## config.mk

```make
export PLATFORM = sky130hd
export DESIGN_NAME = debounce_edge
export DESIGN_NICKNAME = d
export VERILOG_FILES = /design/src/rtl/debounce_pkg.sv /design/src/rtl/debounce_channel.sv /design/src/rtl/debounce_edge.sv
export SDC_FILE = /design/constraint.sdc
export NUM_CORES = 1
export LEC_CHECK = 0
export ABC_AREA = 1
export BUFFER_PORTS_ARGS = -buffer_cell sky130_fd_sc_hd__buf_2
export CORE_MARGIN = 2
export CORE_UTILIZATION = 30
export DETAILED_ROUTE_END_ITERATION = 8
export PLACE_DENSITY = 0.51
export SYNTH_ARGS = -nofsm -noshare
export SYNTH_HDL_FRONTEND = slang
export SYNTH_SLANG_ARGS = --single-unit
export TNS_END_PERCENT = 30
```

## constraint.sdc

```tcl
create_clock -name clock -period 1.86 [get_ports clock]
set_input_delay 0.372 -clock clock [delete_from_list [all_inputs] [get_ports clock]]
set_output_delay 0.372 -clock clock [all_outputs]
set_load 0.01 [all_outputs]
```

## src/rtl/debounce_pkg.sv

```systemverilog
// Shared types and constants for the debounce_edge block.
package debounce_pkg;

  typedef logic [1:0] edge_mode_t;

  localparam edge_mode_t MODE_OFF  = 2'b00;
  localparam edge_mode_t MODE_RISE = 2'b01;
  localparam edge_mode_t MODE_FALL = 2'b10;
  localparam edge_mode_t MODE_BOTH = 2'b11;

endpackage

```

## src/rtl/debounce_channel.sv

```systemverilog
// One debounce channel: 2-flop synchroniser, stability counter, debounced
// level, mode-qualified edge pulse and sticky event flag.
module debounce_channel
  import debounce_pkg::*;
#(
  parameter int unsigned STABLE_CYCLES = 16
) (
  input  logic       clock,
  input  logic       reset_n,
  input  logic       in,
  input  edge_mode_t mode,
  input  logic       clear,
  output logic       level,
  output logic       out,
  output logic       flag,
  output logic       pulse_c
);

  localparam int unsigned CNT_W = $clog2(STABLE_CYCLES + 1);
  localparam logic [CNT_W-1:0] CNT_MAX = CNT_W'(STABLE_CYCLES - 1);

  logic             s1;
  logic             s2;
  logic [CNT_W-1:0] cnt;
  logic             flip_c;
  logic             rise_en_c;
  logic             fall_en_c;

  // A flip is due when the synchronised input has disagreed for the full window.
  always_comb begin
    flip_c    = 1'b0;
    rise_en_c = 1'b0;
    fall_en_c = 1'b0;
    pulse_c   = 1'b0;
    rise_en_c = (mode == MODE_RISE) || (mode == MODE_BOTH);
    fall_en_c = (mode == MODE_FALL) || (mode == MODE_BOTH);
    flip_c    = (s2 != level) && (cnt == CNT_MAX);
    pulse_c   = flip_c && (level ? fall_en_c : rise_en_c);
  end

  always_ff @(posedge clock) begin
    if (!reset_n) begin
      s1    <= 1'b0;
      s2    <= 1'b0;
      cnt   <= '0;
      level <= 1'b0;
      out   <= 1'b0;
      flag  <= 1'b0;
    end else begin
      s1  <= in;
      s2  <= s1;
      out <= pulse_c;
      if (s2 == level) begin
        cnt <= '0;
      end else if (flip_c) begin
        cnt   <= '0;
        level <= ~level;
      end else begin
        cnt <= CNT_W'(cnt + 1'b1);
      end
      // Set beats a coincident clear.
      flag <= pulse_c | (flag & ~clear);
    end
  end

endmodule

```

## src/rtl/debounce_edge.sv

```systemverilog
// Multi-channel debouncer and edge trigger; one debounce_channel per input
// plus a registered OR of all edge pulses.
module debounce_edge
  import debounce_pkg::*;
#(
  parameter int unsigned CHANNELS      = 4,
  parameter int unsigned STABLE_CYCLES = 16
) (
  input  logic                    clock,
  input  logic                    reset_n,
  input  logic [CHANNELS-1:0]     in,
  input  logic [2*CHANNELS-1:0]   mode,
  input  logic [CHANNELS-1:0]     clear,
  output logic [CHANNELS-1:0]     level,
  output logic [CHANNELS-1:0]     out,
  output logic [CHANNELS-1:0]     flags,
  output logic                    event_any
);

  logic [CHANNELS-1:0] pulse_c;

  for (genvar i = 0; i < CHANNELS; i++) begin : g_ch
    debounce_channel #(
      .STABLE_CYCLES (STABLE_CYCLES)
    ) u_ch (
      .clock   (clock),
      .reset_n (reset_n),
      .in      (in[i]),
      .mode    (edge_mode_t'(mode[2*i +: 2])),
      .clear   (clear[i]),
      .level   (level[i]),
      .out     (out[i]),
      .flag    (flags[i]),
      .pulse_c (pulse_c[i])
    );
  end

  // Registered from the same pulse terms so it aligns with out.
  always_ff @(posedge clock) begin
    if (!reset_n) begin
      event_any <= 1'b0;
    end else begin
      event_any <= |pulse_c;
    end
  end

endmodule

```

; ---- Word level (Yosys, flattened, before mapping)
; Cells that the tools add are included.
[totals]
inputBits = 18
register_bits = 41
word_cells = 103
out_inout_bits = 13
[op_classes]
n_mux = 4
bitwise_logic = 21
n_eq_ne = 24
n_addsub = 4
reduce_logical = 25
[op_table]
columns = cell, n
row1 = "adder 5 x 1 -> 5 bit, second input constant", 4
row2 = "equality test 5 x 4 -> 1 bit, second input constant", 4
row3 = "equality test 2 bit, second input constant", 8
row4 = inverter 1 bit, 13
row5 = OR reduction 3 bit, 4
row6 = "equality test 2 x 1 -> 1 bit, second input constant", 4
row7 = logical AND 1 bit, 8
row8 = logical OR 1 bit, 8
row9 = AND reduction 2 bit, 4
row10 = AND 1 bit, 4
row11 = equality test 1 bit, 4
row12 = two-way mux 1 bit, 4
row13 = != test 1 bit, 4
row14 = bitwise OR 1 bit, 4
row15 = OR reduction 4 bit, 1

; ---- Logic depth before layout (Yosys ltp)
[logic_depth]
ltp_word = 5
ltp_mapped = 8

; ---- By module
; Synthesis repeated with hierarchy kept, for this count alone.
[hier_totals]
cells_unflattened = 197
area_unflattened_um2 = 1632.8
[by_module_without_submodules]
columns = module, area_each_um2, n_inst, cells_per_inst, seq_area_each_um2
row1 = debounce_channel, 399.1, 4, 48, 200.2
row2 = debounce_edge, 36.3, 1, 5, 20.0

; ---- Least setup slack after synthesis
; OpenSTA, ideal clock, no wires.
[synth_timing]
path_type = register to register
from = reg g_ch[3].u_ch.cnt[0]
to = reg g_ch[3].u_ch.cnt[3]
path_stages_with_launch = 9
slack_ps = 548
t_required_ps = 1802
n_path_buf = 0
t_arrival_ps = 1254
path_cell_list = dfxtp_1 -> ha_1 -> nand2_1 -> nor2_1 -> ha_1 -> nor2_1 -> nand2_1 -> a21oi_1 -> o21a_1
[synth_via]
elab_chain_cells = 3
elab_cells_between_ends = 4
classes_between = add/sub (1) / eq/ne (1) / reduce/logical (2)
[synth_rtl]
columns = element, line_no
row1 = start: declaration, debounce_channel.sv:24  ; logic [CNT_W-1:0] cnt;
row2 = start signal: assignment, debounce_channel.sv:59  ; cnt <= CNT_W'(cnt + 1'b1);
row3 = "parallel branches: the longest is 3 deep, another holds adder 5 x 1 -> 5 bit", --
; Parallel ways; which one is timed is not known.
; A chain may end at the register's enable or synchronous reset.

; ---- Worst setup path after layout
; Ends and elaborated chain as after synthesis.

==> results.cfg <==
[run_status]
status = complete, no violations

[worst_setup_path]
crit_path_end_kind = register
required_ps = 2100
crit_arrival_ps = 1710
slowest_stage = dfxtp_1
path_max_fanout = 5
path_class = reg -> reg
start_kind = register
crit_chain = ha_1 > nand2_1 > nor2_1 > ha_1 > nor2_1 > nand2_1 > a21oi_1 > o21a_1
max_stage_delay_ps = 330
crit_buf_inv = 0
crit_family = adder cells

[route]
drt-total-wl_um = 2830
ant_nets = 0
wl_met3_um = 113
wl_met2_um = 1290
drc = 0
drt_iter0_markers = 38
met1_length_um = 1360
vias = 1213
top_layer = met4
viasPerCell = 4.08
routedWlPerCell_um = 9.52
drtPass1Iterations = 3

[timing]
hold_violations = 0
maxSlewHeadroom_pct = 79.1
rsz0062_at_grt = no
period_needed_ps = 1470
fin_crit_sh_pct = 79.2
tns_ps = 0
skew_ps = 3.19
setup_viol = 0
setup_ws_ps = 387
drv_slew = 0
hold_slack_ps = 261
tightest_slew_ps = 313
fmax_ghz = 0.679

[clocking]
h-tree-depth = 2
cts_resized = 0
cts_root_buf = clkbuf_8
cts_tree = built
postCtsHoldBufs = 0
cts.sinks = 41
clockBufferDepth = 2
clock_latency_ps = 290
path_clk_slew_ps = 70
cts_setup_buffers = 0
numCtsBuffers = 5

[synth]
synth_mux_area_share_pct = 0
yosys_warnings = 0
synth_seq_area_share_pct = 49.4
netlist-cell-type-count = 22
synthCells = 202
synthAdderAreaFrac_pct = 6.02
synth_xor_area_share_pct = 0
synth_simple_gate_area_share_pct = 25.1
synthesis.nets = 228
synth_compound_area_share_pct = 6.09
ys_ff_latch = 41
syn_area_um2 = 1660
synth.avg_cell_area_um2 = 8.23
synth_top_family_by_area = simple AND/OR/NAND/NOR gates

[global_route]
grt_pass1_vias = 1104
antenna_found_initial = 0
overflow = 0
grt_max_degree = 17
grt_usage_pct = 9.57
grt_pass1_wl_um = 4550

[layout]
nFillCells = 579
area_growth_pct = 13.2
antenna_cells = 0
final_common_cell = nand2_1
layout-drive-gt1-share_pct = 20.0
final_cell_mix = 44 x nand2_1, 41 x dfxtp_1, 30 x buf_2
nNetsFinal = 251

[placement]
routabilityCongestion = 0.733
dp_hpwl_um = 2030
dpl_worst_slack_ps = 402
numPortBuffers = 30

[power_and_ir_drop]
total_power_uw = 1530
p_per_area_nw_per_um2 = 811
peakVddDrop_mv = 0.410
leakagePower_uw = 0.000869

[floorplan]
fp.dieH_um = 78.5
num_io_pins = 31
initial_core_util_pct = 30.6
core-area_um2 = 5440
fp-row-count = 27
die_w_um = 78.5
dieArea_um2 = 6150

[worst_hold_path]
min-delay-path-class = in -> reg

[job]
maxCapViolCount = 0
## tightest hold or removal path, cell delays in order
cell     delay (ps)
buf_2            70
nand2_1          40
inv_1            40
## metrics by stage
stage / std cells / instance area, um^2 / utilization, %
after floorplan: 202 / 1660 / -
after global placement: 290 / 1800 / 33.0
after detailed placement: 290 / 1800 / 33.0
after CTS: 297 / 1880 / 34.6
after global routing: 297 / 1880 / 34.6
final: 297 / 1880 / 34.6
## synthesized netlist by cell type
library cell	count	share of area, %
a21oi_1	6	1.8
a21oi_2	1	0.53
buf_2	1	0.30
buf_4	13	5.9
buf_6	1	0.68
dfxtp_1	41	49
ha_1	8	6.0
inv_1	28	6.3
inv_2	1	0.23
nand2_1	44	9.9
nand2_2	1	0.38
nand2_4	1	0.68
nand3_1	11	3.3
nand4_1	1	0.38
nor2_1	29	6.5
nor2_8	1	1.2
nor3b_1	1	0.45
nor3b_2	3	2.3
o211ai_1	2	0.90
o21a_1	1	0.45
o21ai_0	3	0.90
o22ai_1	4	1.5
## state kept, by name (all words and copies together) (netlist names)
register / flops
g_ch.u_ch.level: 4
g_ch.u_ch.out: 4
g_ch.u_ch.s2: 4
g_ch.u_ch.s1: 4
event_any: 1
g_ch.u_ch.flag: 4
g_ch.u_ch.cnt: 20
## final cells by class
cell class	count	area, um^2	share of cell area, %
clock buffer	7	86.3	4.58
inverter	29	109	5.78
multi-input combinational	117	619	32.9
sequential	41	821	43.6
tap	72	90.1	4.78
timing repair buffer	31	158	8.37
## kinds of logic (layout without fill, tap and decap cells)
group | count (synthesis) | count (layout)
simple gates | 92 | 92
fa+ha+maj | 8 | 8
buf+inv | 44 | 67
compound gates | 17 | 17
flops | 41 | 41
## power breakdown
group	internal [uW]	switching, uW	leakage (uW)	total (uW)
logic	25.2	35.3	0.000493	60.5
registers	888	5.05	0.000332	893
clock network	294	280	0.0000443	574
total	1210	320	0.000869	1530
## path summary, 6_finish.rpt
| path | start | endpoint | slack (ps) | cells after the start |
|---|---|---|---|---|
| worst min-delay path | in[3] | g_ch[3].u_ch.s1 | 260 | 3 |
| worst min register to register | g_ch[0].u_ch.s1 | g_ch[0].u_ch.s2 | 410 | 2 |
| worst max-delay path | g_ch[3].u_ch.cnt[0] | g_ch[3].u_ch.cnt[3] | 390 | 8 |
| worst max register to register | g_ch[3].u_ch.cnt[0] | g_ch[3].u_ch.cnt[3] | 390 | 8 |
## routing by layer
layer | global-route usage (%) | vias up
li1 | - | 660
met5 | 0 | -
met1 | 11.0 | 520
met3 | 2.76 | 7
met4 | 5.26 | 0
met2 | 15.9 | 26
No activity file was read; power rests on OpenSTA's default activity.
